==> src/rtl/uart_tx_arbiter.sv <==
// Round-robin scheduler sharing one UART transmitter among NUM_REQ byte producers.
// Define UART_TX_ARB_GAP_EN to insert GAP_CYCLES idle cycles after every completed frame.
module uart_tx_arbiter #(
    parameter int NUM_REQ      = 4,
    parameter int DATA_BITS    = 8,
    parameter int BUSY_TIMEOUT = 8,
    parameter int GAP_CYCLES   = 16
) (
    input  logic                         PCLK,
    input  logic                         PRESET,
    input  logic [NUM_REQ-1:0]           req_valid,
    input  logic [NUM_REQ*DATA_BITS-1:0] req_data,
    output logic [NUM_REQ-1:0]           req_ready,
    output logic                         tx_en,
    output logic [DATA_BITS-1:0]         tx_data,
    input  logic                         tx_busy,
    input  logic                         tx_done,
    output logic [$clog2(NUM_REQ)-1:0]   grant_id,
    output logic                         active,
    output logic [NUM_REQ-1:0]           frame_done,
    output logic                         start_err
);
    localparam int IDW  = $clog2(NUM_REQ);
    localparam int CMAX = (BUSY_TIMEOUT > GAP_CYCLES) ? BUSY_TIMEOUT : GAP_CYCLES;
    localparam int CW   = $clog2(CMAX + 1);

    typedef enum logic [2:0] {IDLE, GRANT, LAUNCH, WAIT_BUSY, WAIT_DONE, GAP} state_t;

`ifdef UART_TX_ARB_GAP_EN
    localparam state_t DONE_NXT = (GAP_CYCLES > 0) ? GAP : IDLE;
`else
    localparam state_t DONE_NXT = IDLE;
`endif

    state_t         state, state_nxt;
    logic [IDW-1:0] rr_ptr;
    logic [IDW-1:0] pick;
    logic           found;
    logic [CW-1:0]  cnt;
    logic           cnt_clr;

    // First valid requester strictly after the last served one, wrapping.
    always_comb begin
        pick  = rr_ptr;
        found = 1'b0;
        for (int k = 1; k <= NUM_REQ; k++) begin
            if (!found && req_valid[(int'(rr_ptr) + k) % NUM_REQ]) begin
                pick  = IDW'((int'(rr_ptr) + k) % NUM_REQ);
                found = 1'b1;
            end
        end
    end

    always_comb begin
        state_nxt = state;
        req_ready = '0;
        tx_en     = 1'b0;
        start_err = 1'b0;
        case (state)
            IDLE: begin
                if (|req_valid && !tx_busy) state_nxt = GRANT;
            end
            GRANT: begin
                req_ready[grant_id] = 1'b1;
                state_nxt = req_valid[grant_id] ? LAUNCH : IDLE;
            end
            LAUNCH: begin
                tx_en     = 1'b1;
                state_nxt = WAIT_BUSY;
            end
            WAIT_BUSY: begin
                // tx_done wins over both busy and timeout when they coincide.
                if (tx_done) begin
                    state_nxt = DONE_NXT;
                end else if (tx_busy) begin
                    state_nxt = WAIT_DONE;
                end else if (int'(cnt) >= BUSY_TIMEOUT) begin
                    start_err = 1'b1;
                    state_nxt = IDLE;
                end
            end
            WAIT_DONE: begin
                if (tx_done) state_nxt = DONE_NXT;
            end
            GAP: begin
                if (int'(cnt) >= GAP_CYCLES - 1) state_nxt = IDLE;
            end
            default: state_nxt = IDLE;
        endcase
    end

    // Counter reads 0 during LAUNCH and during the first GAP cycle.
    assign cnt_clr = (state == GRANT) || (state != GAP && state_nxt == GAP);
    assign active  = (state != IDLE);

    always_ff @(posedge PCLK or posedge PRESET) begin
        if (PRESET) begin
            state      <= IDLE;
            grant_id   <= '0;
            rr_ptr     <= IDW'(NUM_REQ - 1);
            tx_data    <= '0;
            cnt        <= '0;
            frame_done <= '0;
        end else begin
            state      <= state_nxt;
            frame_done <= '0;
            if (cnt_clr) begin
                cnt <= '0;
            end else if (cnt != {CW{1'b1}}) begin
                cnt <= cnt + CW'(1);
            end
            if (state == IDLE && state_nxt == GRANT) grant_id <= pick;
            if (state == GRANT && req_valid[grant_id]) begin
                tx_data <= req_data[int'(grant_id)*DATA_BITS +: DATA_BITS];
                rr_ptr  <= grant_id;
            end
            if ((state == WAIT_BUSY || state == WAIT_DONE) && tx_done) frame_done[grant_id] <= 1'b1;
        end
    end
endmodule

==> config.mk <==
export PLATFORM = sky130hd
export DESIGN_NAME = uart_tx_arbiter
export DESIGN_NICKNAME = d
export VERILOG_FILES = /design/src/rtl/uart_tx_arbiter.sv
export SDC_FILE = /design/constraint.sdc
export NUM_CORES = 1
export LEC_CHECK = 0
export ABC_CLOCK_PERIOD_IN_PS = 2680
export CORE_AREA = 4 4 63 76
export DETAILED_ROUTE_END_ITERATION = 16
export DIE_AREA = 0 0 67 80
export PLACE_DENSITY = 0.74
export SYNTH_ARGS = -nofsm -noshare
export SYNTH_HDL_FRONTEND = slang
export SYNTH_SLANG_ARGS = --single-unit
==> constraint.sdc <==
create_clock -name PCLK -period 2.68 [get_ports PCLK]
set_input_delay 0.804 -clock PCLK [delete_from_list [all_inputs] [get_ports PCLK]]
set_output_delay 0.804 -clock PCLK [all_outputs]
set_load 0.01 [all_outputs]
Word level (Yosys, flattened, before mapping) --
Cells that the tools add are included.
Storage, ports and cells: flip-flop bits (word level) 24, bits of input ports 40, output and inout bits 21, logic and storage cells 96
Operators by class: add/subtract/negate cells 5, magnitude comparators 8, equal/unequal tests 9, shift operators 1, mux-type cells 40, bitwise logic cells 4, reduce and logical (&&, ||, !) cells 23
Operator list (number):
- indexed part select 32 x 6 -> 8 bit | 1
- two-way mux 1 bit | 18
- two-way mux 3 bit | 6
- case mux 3 bit (6 select lines) | 1
- < comparator 3 x 4 -> 1 bit, second input constant | 4
- binary-select mux 1 bit (select 2 bit) | 5
- >= comparator 5 x 4 -> 1 bit, second input constant | 2
- two-way mux 2 bit | 5
- two-way mux 5 bit | 2
- == test 3 bit, second input constant | 3
- logical AND 1 bit | 9
- two-way mux 4 bit | 2
- OR reduction 2 bit | 4
- == test 3 x 1 -> 1 bit, second input constant | 2
- == test 3 x 2 -> 1 bit, second input constant | 2
- adder 5 x 1 -> 5 bit, second input constant | 1
- != test 5 bit, second input constant | 1
- adder 2 x 1 -> 2 bit, second input constant | 2
- adder 2 bit, second input constant | 2
- bitwise AND 1 bit, first input constant | 4
- zero test 1 bit | 4
- OR reduction 4 bit | 1
- zero test 3 bit | 1
- < comparator 2 x 3 -> 1 bit, second input constant | 1
- 6 further kinds | 7

Longest topological paths before layout --
Gate-level depths: netlist of the first run.
word-level depth 16, depth in mapped cells 7, mapped depth without buffers 6

Least setup slack after synthesis of the first run --
OpenSTA, ideal clock, no wires.
path type input-to-output, start in tx_done, end out start_err, arrival time 1.241 ns, data required time 1.876 ns, setup slack 0.635 ns, stages 2, path buffers 0, cell sequence nand2b_1 nor3_1
Between the ends: word-level cells in the longest chain between the ends 2
Ends and longest elaborated chain:
- start: declaration | RTL line 17 | input logic tx_done,
- two-way mux 1 bit | RTL line 73 | if (tx_done) begin
- two-way mux 1 bit | RTL line 59 | case (state)
- end: declaration | RTL line 21 | output logic start_err
No other way between the ends.

Final worst setup path of the first run --
Same ends and word-level chain as after synthesis.

==> results of run 1 <==
[power by group]
group	internal (W)	total (W)	leakage (nW)	switching, W
Clock	0.000100	0.000204	0.0216	0.000104
Combinational	0.000701	0.00114	0.704	0.000441
Sequential	0.000527	0.000709	0.295	0.000182
Total	0.00133	0.00206	1.02	0.000727
[flip-flops by register name, indices dropped and copies added, names as in the netlist]
name	count
cnt	5
frame_done	4
grant_id	2
rr_ptr	2
state	3
tx_data	8
[worst paths after layout]
kind	start	slack [ns]	endpoint
worst max-delay path	tx_done	0.06	start_err
worst min-delay path	tx_data[7]	0.52	tx_data[7]
worst max register to register	grant_id[1]	0.60	tx_data[7]
worst min register to register	tx_data[7]	0.52	tx_data[7]
max in group asynchronous	PRESET	1.30	state[1]
min in group asynchronous	PRESET	0.84	tx_data[1]
[cells in the final DEF (no fill, tap or decap), types with 5 or more instances in the layout]
cell type	netlist	layout
inv_1	9	9
clkdlybuf4s50_1	0	55
dfrtp_1	22	20
mux2_4	9	9
buf_4	0	9
mux4_2	7	7
nand2b_1	5	5
nand2_1	5	5
nor2_1	15	15
nor3_1	6	6
[per-layer routing]
metal,routed length (µm),share of wire,global-route usage,vias to the layer above
met5,0,0,0,-
met3,132,0.035,0.01690,11
met1,1434,0.38,0.1622,634
met4,127,0.034,0.07708,0
met2,2035,0.55,0.2625,34
li1,-,-,-,610
[through the flow]
| stage | hold slack, ns | cells | power, W | setup WS (ns) | cell area [µm²] |
|---|---|---|---|---|---|
| 2_1_floorplan | 0.5240 | 134 | 0.001463 | 0.6352 | 1525 |
| 4_1_cts | 0.5193 | 251 | 0.002081 | 0.0008795 | 2232 |
| 3_3_place_gp | 0.4922 | 248 | 0.001827 | -0.2228 | 2193 |
| 5_1_grt | 0.5302 | 251 | 0.002202 | 0.008227 | 2243 |
| 6_report | 0.5166 | 251 | 0.002055 | 0.06296 | 2243 |
| 3_5_place_dp | 0.5014 | 248 | 0.001872 | -0.2407 | 2193 |
[cells by family after synthesis]
logic type                 share of synthesized area
AOI/OAI and AO/OA                            0.07876
xor gates and xnor gates                     0.01149
adders and majority gates                    0.03282
buffers and inverters                        0.06644
DFF                                           0.3954
muxes                                         0.2609
and+or+nand+nor                               0.1542
[layout make-up]
class / count / share of cell area
Clock buffer: 3 / 0.01840
Inverter: 9 / 0.01506
Sequential cell: 24 / 0.2699
Multi-Input combinational cell: 92 / 0.3664
Tap cell: 54 / 0.03012
Timing Repair Buffer: 69 / 0.3001
[critical path, cell delays in order]
cell             delay (ns)
clkdlybuf4s50_1        0.41
nand2b_1               0.16
nor3_1                 0.15
dlygate4sd2_1          0.28
==> results.py, run 1 <==
metrics = {
    "route": {
        "vias": 1289,
        "vias_per_cell": 5.135,
        "route.detailed.drc": 0,
        "drt-wirelength-per-cell_um": 14.86,
        "drt.antenna.violating_nets": 0,
        "firstDrtPassIters": 4,
        "drt-initial-drc-count": 60,
        "finalWirelength_mm": 3.730,
    },
    "global_route": {
        "grt_use_total": 0.1454,
        "grt_pass1_wl_mm": 5.947,
        "antenna_found_initial": 0,
        "grt_max_degree": 14,
        "overflow": 0,
        "grt_pass1_vias": 1295,
    },
    "cells_and_area": {
        "fillCellCount": 363,
        "layout-drive-gt1-share": 0.1980,
        "seqCellArea_um2": 605.6,
        "layout.nets": 243,
        "multi_input_comb_area_um2": 822.0,
        "fin_util": 0.5647,
        "syn2layout_area_growth_pct": 47.09,
        "antenna_cells": 0,
    },
    "worst_setup_path": {
        "crit_fanout": 2,
        "crit_type": "in2out",
        "cp.required_ns": 1.88,
        "critical_path.startpoint_type": "input pin",
        "worst_setup_path_end_kind": "primary output",
        "worstRegToRegCells": 4,
        "cp.arrival_ns": 1.81,
    },
    "sta": {
        "period_share": 0.9765,
        "clock-skew-final_ns": 0.001204,
        "maxClockFrequency_mhz": 382.1,
        "fin_crit_ns": 2.617,
        "rsz0062_at_grt": "no",
        "setup_viol": 0,
        "fin_tns_setup_ns": 0,
        "worstMarginPinSlew_ns": 0.4609,
        "drv_slew": 0,
        "max-slew-margin-rel": 0.6924,
        "hold_viol": 0,
    },
    "clock_tree": {
        "holdBufCountCts": 0,
        "cts_max_level": 1,
        "cts_buffers": 3,
        "insertion_delay_ns": 0.26,
        "clk_pin_slew_ns": 0.07,
        "cts_buffer_depth": 2,
        "cts_root_buf": "clkbuf_8",
        "cts_resized": 2,
        "cts_sinks": 24,
        "cts_setup_buffers": 0,
        "cts_tree": "done",
    },
    "yosys": {
        "synth_top_area_frac": 0.3610,
        "syn-cell-area_um2": 1525,
        "yosysWarnings": 0,
        "synth_nets": 178,
        "synth_edf_count": 0,
        "synthTopCellsByArea": "dfrtp_1, mux4_2, mux2_4, nor2_1, dfstp_2",
        "synth.most_common_cell": "dfrtp_1",
        "ys_types": 41,
        "synth_seq_cells": 24,
        "async_reset_ff_frac": 1.000,
        "yosysTopAreaCell": "dfrtp_1",
        "synth_ff_type": "dfrtp_1",
        "syn_area_per_cell_um2": 11.38,
        "syn_inst": 134,
        "ys_seq_area_frac": 0.3954,
        "netlist_top_cells_count": "dfrtp_1, nor2_1, inv_1, mux2_4, mux4_2",
    },
    "status": {
        "outcome": "finished clean",
    },
    "placed_design": {
        "gp_congestion": 0.8417,
        "numPortBuffers": 60,
        "dp_hpwl_mm": 3.127,
    },
    "floorplan": {
        "fp.dieW_um": 67,
        "dieArea_um2": 5360,
        "io_pins": 61,
        "die_h_um": 80,
        "initial_utilization": 0.3839,
        "core-area_um2": 3973,
        "row_count": 25,
    },
    "run": {
        "drv_cap": 0,
    },
    "power": {
        "p_per_area_nw_per_um2": 916.2,
        "p_leak_nw": 1.021,
        "worst_ir_drop_vdd_mv": 0.4141,
    },
    "hold_path": {
        "worstHoldPathType": "reg2reg",
        "hold_path_depth": 1,
    },
}
(Power assumes the default switching activity.)
==> run 2: changes to the inputs <==
Settings changed: ABC_CLOCK_PERIOD_IN_PS 2680 to default.
==> results of run 2 <==
Final layout, timing and power as in run 1 (identical DEF).
==> run 3: changes to the inputs <==
Settings changed: PLACE_DENSITY 0.74 to 0.71, RECOVER_POWER from default to 50.
==> results.py, run 3 (synthesis results as in run 1) <==
metrics = {
    "status": {
        "outcome": "finished clean",
    },
    "global_route": {
        "grt_use_total": 0.1496,
        "grt_pass1_vias": 1292,
        "antenna_found_initial": 0,
        "grt_pass1_wl_mm": 6.168,
        "overflow": 0,
        "grt_max_degree": 25,
    },
    "hold_path": {
        "hold_path_depth": 1,
        "worstHoldPathType": "reg2reg",
    },
    "route": {
        "finalWirelength_mm": 3.825,
        "drt.antenna.violating_nets": 0,
        "route.detailed.drc": 0,
        "drt-initial-drc-count": 52,
        "drt-wirelength-per-cell_um": 15.18,
        "vias_per_cell": 5.060,
        "vias": 1275,
        "firstDrtPassIters": 4,
    },
    "worst_setup_path": {
        "worst_setup_path_end_kind": "primary output",
        "worstRegToRegCells": 3,
        "crit_fanout": 8,
        "cp.arrival_ns": 1.77,
        "critical_path.startpoint_type": "register",
        "crit_type": "reg2out",
        "cp.required_ns": 1.88,
    },
    "clock_tree": {
        "cts_buffer_depth": 2,
        "cts_max_level": 1,
        "cts_tree": "done",
        "cts_sinks": 24,
        "cts_root_buf": "clkbuf_8",
        "holdBufCountCts": 0,
        "cts_buffers": 3,
        "cts_setup_buffers": 0,
        "insertion_delay_ns": 0.26,
        "clk_pin_slew_ns": 0.08,
    },
    "placed_design": {
        "dp_hpwl_mm": 3.105,
        "numPortBuffers": 60,
        "placed_cells": 248,
        "gp_congestion": 0.7463,
        "post-place-ws_ns": -0.2567,
        "place_area_um2": 2193,
    },
    "power": {
        "p_leak_nw": 1.027,
        "p_per_area_nw_per_um2": 957.5,
        "worst_ir_drop_vdd_mv": 0.4129,
    },
    "floorplan": {
        "die_h_um": 80,
        "row_count": 25,
        "core-area_um2": 3973,
        "fp.dieW_um": 67,
        "io_pins": 61,
        "dieArea_um2": 5360,
        "initial_utilization": 0.3839,
    },
    "run": {
        "drv_cap": 0,
    },
    "cells_and_area": {
        "syn2layout_area_growth_pct": 48.56,
        "layout.nets": 243,
        "largestRegisters": "tx_data (8), cnt (5), frame_done (4)",
        "layout-drive-gt1-share": 0.2020,
        "largest_register_ffs": 8,
        "fin_area_um2": 2266,
        "finalNonFillerCells": 252,
        "antenna_cells": 0,
        "final_common_cell": "clkdlybuf4s50_1",
        "layout_common_cells": "clkdlybuf4s50_1, dfrtp_1, nor2_1, mux2_4, inv_1",
        "top_register": "tx_data",
        "fillCellCount": 356,
    },
    "sta": {
        "max-slew-margin-rel": 0.1733,
        "clock-skew-final_ns": 0.001584,
        "setup_ws_ns": 0.1052,
        "fin_crit_ns": 2.575,
        "rsz0062_at_grt": "no",
        "worstMarginPinSlew_ns": 1.240,
        "setup_viol": 0,
        "hold_viol": 0,
        "maxClockFrequency_mhz": 388.4,
        "period_share": 0.9607,
        "fin_tns_setup_ns": 0,
        "drv_slew": 0,
    },
}
-- run 3: final timing paths --
kind | slack [ns] | startpoint | to
min in group asynchronous | 1.38 | PRESET | tx_data[0]
setup / recovery | 0.11 | state[2] | req_ready[1]
hold / removal | 0.52 | tx_data[1] | tx_data[1]
setup reg to reg | 0.80 | grant_id[1] | tx_data[7]
hold reg to reg | 0.52 | tx_data[1] | tx_data[1]
max in group asynchronous | 0.48 | PRESET | state[0]
-- run 3: worst max-delay path, cell delays in order (launching register included) --
cell and delay (ns):
dfrtp_2 0.45, and2b_2 0.27, nand2b_1 0.13, nor2_1 0.12
clkdlybuf4s50_1 0.54
-- run 3: metrics by stage --
stage	power [W]	util	hold WS [ns]
floorplan	0.001463	-	0.5240
global placement	0.001828	0.5521	0.4886
detailed placement	0.001872	0.5521	0.4988
CTS	0.002189	0.5694	0.5201
global route	0.002321	0.5704	0.5403
finish	0.002170	0.5704	0.5171
-- run 3: metal layers --
layer | global-route usage | part of all wire
met1 | 0.1801 | 0.38
met2 | 0.2596 | 0.56
met3 | 0.02254 | 0.034
met4 | 0.06288 | 0.026
met5 | 0 | 0
-- run 3: final cells by class --
cell class,count,area (µm²),share of cell area
multi-input combinational,92,822.0,0.3628
sequential,24,605.6,0.2673
clock buffer,3,41.29,0.01822
clock inverter,1,30.03,0.01325
timing repair buffer,69,665.6,0.2938
inverter,9,33.78,0.01491
tap,54,67.56,0.02982
-- run 3: report_power, final --
group / switching [W] / internal (W)
combinational: 0.000472 / 0.000699
sequential: 0.000157 / 0.000527
clock: 0.000114 / 0.000200
total: 0.000744 / 0.00143
-- run 3: timing repair --
action	CTS	global route
setup endpoints to repair	2	5
pin swaps	0	0
resized for setup	2	8
